--- config.mk ---
export PLATFORM = sky130hd
export DESIGN_NAME = counter_updown_mod
export DESIGN_NICKNAME = d
export VERILOG_FILES = /design/src/rtl/counter_updown_mod.sv
export SDC_FILE = /design/constraint.sdc
export NUM_CORES = 1
export LEC_CHECK = 0
export CAP_MARGIN = 20
export CORE_MARGIN = 2
export CORE_UTILIZATION = 51
export DETAILED_ROUTE_END_ITERATION = 10
export GPL_TIMING_DRIVEN = 0
export PLACE_DENSITY = 0.85
export SYNTH_ARGS = -nofsm -noshare
export SYNTH_HDL_FRONTEND = slang
export SYNTH_SLANG_ARGS = --single-unit
--- constraint.sdc ---
create_clock -name clk -period 3.55 [get_ports clk]
set_input_delay 0.5325 -clock clk [delete_from_list [all_inputs] [get_ports clk]]
set_output_delay 0.5325 -clock clk [all_outputs]
set_load 0.02 [all_outputs]
--- src/rtl/counter_updown_mod.sv ---
// rtl/counter_updown_mod.sv - parametrised up/down modulo counter with prescaler, tc pulse and sticky wrap flag
// Define COUNTER_SATURATE_EN to make the range ends saturate instead of wrap.
module counter_updown_mod #(
  parameter int               WIDTH       = 8,
  parameter int               PRESCALE    = 1,
  parameter logic [WIDTH-1:0] RESET_VALUE = '0
) (
  input  logic             clk,
  input  logic             reset,
  input  logic             en,
  input  logic             up,
  input  logic             load,
  input  logic [WIDTH-1:0] load_value,
  input  logic [WIDTH-1:0] limit,
  input  logic             clr_ovf,
  output logic [WIDTH-1:0] value,
  output logic             tc,
  output logic             ovf
);

  localparam int               PSC_W    = (PRESCALE > 1) ? $clog2(PRESCALE) : 1;
  localparam logic [PSC_W-1:0] PSC_LAST = PSC_W'(PRESCALE - 1);
  localparam logic [WIDTH-1:0] ONE      = WIDTH'(1);

  logic [PSC_W-1:0] psc;
  logic             step;
  logic             wrap;
  logic [WIDTH-1:0] next_value;

  // A value loaded above limit wraps (or clamps) on the next up step.
  always_comb begin
    step       = en & (psc == PSC_LAST);
    wrap       = 1'b0;
    next_value = value;
    if (up) begin
      if (value >= limit) begin
        wrap = 1'b1;
`ifdef COUNTER_SATURATE_EN
        next_value = limit;
`else
        next_value = '0;
`endif
      end else begin
        next_value = value + ONE;
      end
    end else begin
      if (value == '0) begin
        wrap = 1'b1;
`ifdef COUNTER_SATURATE_EN
        next_value = '0;
`else
        next_value = limit;
`endif
      end else begin
        next_value = value - ONE;
      end
    end
  end

  always_ff @(posedge clk) begin
    if (reset) begin
      value <= RESET_VALUE;
      psc   <= '0;
      tc    <= 1'b0;
      ovf   <= 1'b0;
    end else if (load) begin
      value <= load_value;
      psc   <= '0;
      tc    <= 1'b0;
      if (clr_ovf) ovf <= 1'b0;
    end else begin
      tc <= step & wrap;
      if (en) psc <= step ? '0 : psc + PSC_W'(1);
      if (step) value <= next_value;
      // A wrap in the same cycle as clr_ovf keeps the flag set.
      if (step & wrap) ovf <= 1'b1;
      else if (clr_ovf) ovf <= 1'b0;
    end
  end

endmodule

==> results.sh, run 1 <==
export IMPL_run_status="finished, final reports clean"
export IMPL_hold_path_endpoint="psc$_SDFFE_PP0P_"
export IMPL_yosys_area_top_type_share=0.196
export IMPL_grt_max_degree=11
export IMPL_initial_core_util=0.555
export IMPL_routed_wl_mm=3.08
export IMPL_critical_register_to_register_path_startpoint="value[0]$_SDFFE_PP0P_"
export IMPL_clock_sink_count=11
export IMPL_nNetsFinal=205
export IMPL_fmax_ghz=0.398
export IMPL_post_route_cells_drive_above_1_share=0.0819
export IMPL_drv_slew=0
export IMPL_synthToLayoutAreaGrowth_pct=31.2
export IMPL_syn_inst=138
export IMPL_power_density_nw_per_um2=295
export IMPL_synth_warn=0
export IMPL_globalRoute_totalOverflow=0
export IMPL_synth_net_count=171
export IMPL_fin_setup_tns_ps=0
export IMPL_detailed_route_via_count=1188
export IMPL_post_cts_buffers=0
export IMPL_synth_largest_area_cell="sky130_fd_sc_hd__dfxtp_1"
export IMPL_detailedPlacementHpwl_mm=2.42
export IMPL_hold_path_depth=1
export IMPL_grt_pass1_wl_mm=5.09
export IMPL_post_synth_num_cell_types=43
export IMPL_drt_pass1_iterations=6
export IMPL_leakage_nw=0.641
export IMPL_n_antenna_cell=0
export IMPL_synth_xor_xnor_area_share=0.0624
export IMPL_design_power_total_w=0.000434
export IMPL_drtIter0Drc=43
export IMPL_grtUsageTotal=0.257
export IMPL_p_clk_frac=0.204
export IMPL_synth_top_flop_cell="sky130_fd_sc_hd__dfxtp_1"
export IMPL_switching_share=0.374
export IMPL_post_route_min_period_ps=2510
export IMPL_timing_critical_path_arrival_ps=2710
export IMPL_setup_worst_path_start_class="input pin"
export IMPL_timing_final_setup_violations=0
export IMPL_synth_seq_area_share=0.196
export IMPL_layout_cells_non_filler=198
export IMPL_post_route_skew_ps=4.29
export IMPL_synth_adder_area_share=0.123
export IMPL_initial_antenna_violation_count=0
export IMPL_power_combinational_fraction=0.459
export IMPL_numPlacedInstances=194
export IMPL_hold_path_startpoint="psc$_SDFFE_PP0P_"
export IMPL_worst_setup_path_type="in -> reg"
export IMPL_cts_buffer_depth=2
export IMPL_worstHoldPathType="reg -> reg"
export IMPL_vias_per_cell=6.00
export IMPL_placementRows=16
export IMPL_fp_dieArea_um2=2590
export IMPL_syn_cell_area_um2=1120
export IMPL_synth_top_cells_by_count="sky130_fd_sc_hd__inv_1 (17), sky130_fd_sc_hd__a21oi_1 (11), sky130_fd_sc_hd__dfxtp_1 (11), sky130_fd_sc_hd__ha_1 (11)"
export IMPL_clock_network_latency_to_the_later_pin_of_the_worst_skew_pair_ps=280
export IMPL_slew_limit_headroom=0.673
export IMPL_critical_path_endpoint_type="register"
export IMPL_io_pins=32
export IMPL_synth_seq_cells=11
export IMPL_yosys_area_share_simple=0.202
export IMPL_synth_compound_area_frac=0.271
export IMPL_wire_per_inst_um=15.5
export IMPL_cts_inserted_buffers=3
export IMPL_largest_family_of_logic_cells_by_synthesized_area="compound AO/OA/AOI/OAI gates"
export IMPL_setup_reg_to_reg_worst_slack_ps=1100
export IMPL_worst_ir_drop_vdd_mv=0.234
export IMPL_ys_async_sr_fraction=0
export IMPL_ctsRootBufferMaster="sky130_fd_sc_hd__clkbuf_4"
export IMPL_crit_path_max_fanout=9
export IMPL_coreArea_um2=2020
export IMPL_yosys_mux_area_fraction=0.0569
export IMPL_layout_filler_cells=151
export IMPL_rsz0062_at_grt="false"
export IMPL_tritoncts="yes"
export IMPL_synth_edf_count=0
export IMPL_p_seq_frac=0.336
export IMPL_die_width_um=50.9
export IMPL_die_ht_um=50.9
export IMPL_buffer_ports_inserted=29
export IMPL_post_cts_hold_fix_bufs=0
export IMPL_synth_top_cells_by_area="sky130_fd_sc_hd__dfxtp_1 (20%), sky130_fd_sc_hd__ha_1 (12%), sky130_fd_sc_hd__inv_1 (5.7%)"
export IMPL_r2r_cells=7
export IMPL_cts_reportedPaths_clkPinSlew_ps=70
export IMPL_setup_slack_ps=1040
export IMPL_grt_pass1_vias=1148
export IMPL_min_period_over_period=0.708
export IMPL_max_slew_worst_pin_slew_ps=490
export IMPL_route_antenna_remaining_nets=0
export IMPL_cts_htree_levels=1
export IMPL_post_place_ws_ps=780
export IMPL_timing_hold_violations_final=0
export IMPL_routabilityCongestion=0.915
export IMPL_synth_most_common_cell="sky130_fd_sc_hd__inv_1"
export IMPL_drv_max_cap_violation_count=0
export IMPL_route_detailed_drc=0
export IMPL_ctsResizeCount=0
export IMPL_syn_area_per_cell_um2=8.13
export IMPL_cell_internal_power_w=0.000272
export IMPL_netSwitchingPower_w=0.000162
export IMPL_worstPathRequired_ps=3750
export IMPL_crit_reg2reg_capture="value[1]$_SDFFE_PP0P_"
[power groups by stage]
stage                     registers, W  logic [W]  clock network, W
final                         0.000146   0.000200         0.0000888
after global routing          0.000147   0.000220          0.000101
after CTS                     0.000145   0.000198         0.0000891
after floorplan               0.000155   0.000119                 0
after detailed placement      0.000148   0.000197                 0
after global placement        0.000148   0.000189                 0
[cells by family (layout without fill, tap and decap cells)]
| group | Yosys count | after routing |
|---|---|---|
| AO/OA/AOI/OAI | 39 | 39 |
| XOR/XNOR | 8 | 8 |
| buffers and inverters | 26 | 59 |
| multiplexers | 6 | 6 |
| adder cells (fa/ha/maj) | 11 | 11 |
| AND/OR/NAND/NOR | 37 | 37 |
| flip-flops | 11 | 11 |
[metal layers]
metal  global-route usage  vias up  routed length [um]
met5                    0        -                   0
met2                0.450       64                1510
met3               0.0380        6                 249
li1                     -      580                   -
met1                0.321      538                1290
met4               0.0811        0                  28
[worst max path at each step]
stage / to / startpoint / slack, ps / depth (start not counted)
floorplan: ovf$_SDFF_PP0_ / value[0]$_SDFFE_PP0P_ / 1300 / 7
global placement: value[1]$_SDFFE_PP0P_ / limit[3] / 800 / 8
detailed placement: value[1]$_SDFFE_PP0P_ / limit[3] / 780 / 8
CTS: value[1]$_SDFFE_PP0P_ / limit[3] / 1050 / 8
global route: ovf$_SDFF_PP0_ / limit[3] / 960 / 8
finish: value[1]$_SDFFE_PP0P_ / limit[3] / 1040 / 8
[flip-flops by register name, indices dropped and copies added (netlist names)]
name	flops
value	8
tc	1
psc	1
ovf	1
[worst max-delay path, stage by stage]
cell,delay [ps]
sky130_fd_sc_hd__clkdlybuf4s50_1,480
sky130_fd_sc_hd__inv_1,50
sky130_fd_sc_hd__ha_1,310
sky130_fd_sc_hd__a211oi_2,190
sky130_fd_sc_hd__o21ai_1,90
sky130_fd_sc_hd__a2111o_1,550
sky130_fd_sc_hd__o221a_1,320
sky130_fd_sc_hd__a211oi_2,180
[cell usage in the layout (no fill, tap or decap), types with 4 or more instances in the layout]
master                            count
sky130_fd_sc_hd__a21oi_1             11
sky130_fd_sc_hd__clkbuf_1             8
sky130_fd_sc_hd__clkdlybuf4s50_1     29
sky130_fd_sc_hd__dfxtp_1             11
sky130_fd_sc_hd__ha_1                11
sky130_fd_sc_hd__inv_1               17
sky130_fd_sc_hd__nand2_1              4
sky130_fd_sc_hd__nand3_1              5
sky130_fd_sc_hd__nor2_1               7
sky130_fd_sc_hd__o221ai_1             6
sky130_fd_sc_hd__o311a_1              4
sky130_fd_sc_hd__xor2_1               6
[layout make-up]
class | instances | area (um^2) | area share
inverters | 17 | 63.8 | 0.0433
flip-flops and latches | 11 | 220 | 0.150
multi-input cells | 101 | 802 | 0.545
repair buffers | 29 | 290 | 0.197
clock buffers | 4 | 26.3 | 0.0178
plain buffers | 9 | 36.3 | 0.0246
well taps | 27 | 33.8 | 0.0229
[metrics by stage]
| step | hold slack [ps] | utilization | area, um^2 |
|---|---|---|---|
| floorplan | 468 | - | 1120 |
| finish | 491 | 0.728 | 1470 |
| global route | 514 | 0.728 | 1470 |
| global placement | 480 | 0.715 | 1450 |
| CTS | 492 | 0.728 | 1470 |
| detailed placement | 483 | 0.715 | 1450 |
No activity file was read; power rests on OpenSTA's default activity.
==> run 2: changes to the inputs <==
CORE_UTILIZATION = 43   (was 51)
PLACE_DENSITY = 0.76   (was 0.85)
clock period = 2.1 ns   (was 3.55 ns; I/O delays follow)
==> results.sh, run 2 (synthesis results as in run 1) <==
export IMPL_run_status="finished, final reports clean"
export IMPL_timing_critical_path_arrival_ps=2230
export IMPL_die_width_um=55.1
export IMPL_fp_dieArea_um2=3030
export IMPL_post_route_skew_ps=8.85
export IMPL_initial_antenna_violation_count=0
export IMPL_tritoncts="yes"
export IMPL_n_antenna_cell=0
export IMPL_buffer_ports_inserted=29
export IMPL_mostFrequentLayoutCells="sky130_fd_sc_hd__clkdlybuf4s50_1 (21), sky130_fd_sc_hd__inv_1 (14), sky130_fd_sc_hd__a21oi_1 (10), sky130_fd_sc_hd__clkbuf_1 (8)"
export IMPL_detailed_route_via_count=1185
export IMPL_critPathLaunch="value[0]$_SDFFE_PP0P_"
export IMPL_grtUsageTotal=0.217
export IMPL_synthToLayoutAreaGrowth_pct=41.5
export IMPL_vias_per_cell=5.78
export IMPL_post_place_ws_ps=-454
export IMPL_critical_path_endpoint_type="register"
export IMPL_timing_hold_violations_final=0
export IMPL_placementRows=18
export IMPL_io_pins=32
export IMPL_setup_worst_path_start_class="register"
export IMPL_drtIter0Drc=31
export IMPL_cts_htree_levels=1
export IMPL_power_density_nw_per_um2=478
export IMPL_timing_final_setup_violations=0
export IMPL_grt_max_degree=11
export IMPL_setup_slack_ps=68.3
export IMPL_drt_pass1_iterations=5
export IMPL_min_period_over_period=0.967
export IMPL_route_detailed_drc=0
export IMPL_worst_ir_drop_vdd_mv=0.435
export IMPL_grt_pass1_vias=1107
export IMPL_routabilityCongestion=0.898
export IMPL_cts_inserted_buffers=3
export IMPL_worstHoldPathType="in -> reg"
export IMPL_worst_setup_path_type="reg -> reg"
export IMPL_slew_limit_headroom=0.658
export IMPL_detailedPlacementHpwl_mm=2.34
export IMPL_ctsRootBufferMaster="sky130_fd_sc_hd__clkbuf_4"
export IMPL_layout_commonest_cell="sky130_fd_sc_hd__clkdlybuf4s50_1"
export IMPL_post_cts_hold_fix_bufs=0
export IMPL_critical_register_to_register_path_startpoint="value[0]$_SDFFE_PP0P_"
export IMPL_layout_filler_cells=224
export IMPL_post_route_min_period_ps=2030
export IMPL_drv_max_cap_violation_count=0
export IMPL_drv_slew=0
export IMPL_cts_reportedPaths_clkPinSlew_ps=70
export IMPL_nNetsFinal=209
export IMPL_initial_core_util=0.453
export IMPL_coreArea_um2=2480
export IMPL_timing_hold_ws_ps=445
export IMPL_leakage_nw=0.703
export IMPL_largest_register="value"
export IMPL_grt_pass1_wl_mm=4.78
export IMPL_crit_path_max_fanout=8
export IMPL_hold_path_startpoint="limit[0]"
export IMPL_wire_per_inst_um=14.8
export IMPL_max_slew_worst_pin_slew_ps=513
export IMPL_cts_buffer_depth=2
export IMPL_routed_wl_mm=3.04
export IMPL_die_ht_um=55.1
export IMPL_fmax_ghz=0.492
export IMPL_worstPathRequired_ps=2290
export IMPL_route_antenna_remaining_nets=0
export IMPL_largest_register_ff_count=8
export IMPL_clock_sink_count=11
export IMPL_rsz0062_at_grt="true"
export IMPL_globalRoute_totalOverflow=0
export IMPL_clock_network_latency_to_the_later_pin_of_the_worst_skew_pair_ps=280
export IMPL_post_route_cells_drive_above_1_share=0.177
export IMPL_fin_setup_tns_ps=0
run 2: cell count changes in the layout (fill, tap and decap cells not counted), moves of 3 or more:
cell,change
sky130_fd_sc_hd__dfxtp_1,-4
sky130_fd_sc_hd__dlygate4sd2_1,+4
sky130_fd_sc_hd__inv_1,-3
sky130_fd_sc_hd__ha_4,+4
sky130_fd_sc_hd__clkdlybuf4s50_1,-8
sky130_fd_sc_hd__buf_4,+3
sky130_fd_sc_hd__dlymetal6s2s_1,+4
sky130_fd_sc_hd__ha_1,-4
run 2: path summary, 6_finish.rpt:
check	endpoint	slack (ps)	depth (start not counted)
max	value[1]$_SDFFE_PP0P_	70	7
min	value[0]$_SDFFE_PP0P_	440	3
max reg2reg	value[1]$_SDFFE_PP0P_	70	7
min reg2reg	psc$_SDFFE_PP0P_	500	1
run 2: area by class of cell:
type	count	area (um^2)	share of cell area
plain buffers	9	36.3	0.0229
clock buffers	4	26.3	0.0165
inverters	17	66.3	0.0418
multi-input cells	101	862	0.543
flip-flops and latches	11	230	0.145
well taps	30	37.5	0.0236
repair buffers	33	329	0.207
run 2: metrics by stage:
stage | power [W] | util | cell area (um^2) | cells
4_1_cts | 0.000742 | 0.614 | 1520 | 203
3_5_place_dp | 0.000581 | 0.586 | 1450 | 197
5_1_grt | 0.000801 | 0.641 | 1590 | 205
6_report | 0.000759 | 0.641 | 1590 | 205
2_1_floorplan | 0.000464 | - | 1120 | 138
3_3_place_gp | 0.000570 | 0.586 | 1450 | 197
run 2: timing repair:
item,4_1_cts,5_1_grt
setup buffers,2,2
setup endpoints to repair,9,7
resized for setup,11,13
pin swaps,6,8
cloned,0,0
run 2: metal layers:
layer  wire, um  vias to the layer above  GRT usage
li1           -                      587          -
met4         40                        0     0.0894
met2       1480                       36      0.369
met3        124                        5     0.0215
met1       1400                      557      0.279
met5          0                        -          0
run 2: worst max-delay path, stage by stage (launching register included):
cell and delay [ps]:
sky130_fd_sc_hd__dfxtp_4 350, sky130_fd_sc_hd__inv_4 80, sky130_fd_sc_hd__ha_4 200, sky130_fd_sc_hd__nor3b_2 180
sky130_fd_sc_hd__o21ai_1 90, sky130_fd_sc_hd__a2111o_1 540, sky130_fd_sc_hd__o221a_1 320, sky130_fd_sc_hd__a211oi_2 190
run 2: report_power, final:
group / leakage, nW / switching [W] / total (W) / internal [W]
registers: 0.0926 / 0.0000209 / 0.000245 / 0.000224
clock network: 0.0150 / 0.0000790 / 0.000153 / 0.0000738
logic: 0.596 / 0.000184 / 0.000361 / 0.000177
total: 0.703 / 0.000284 / 0.000759 / 0.000475
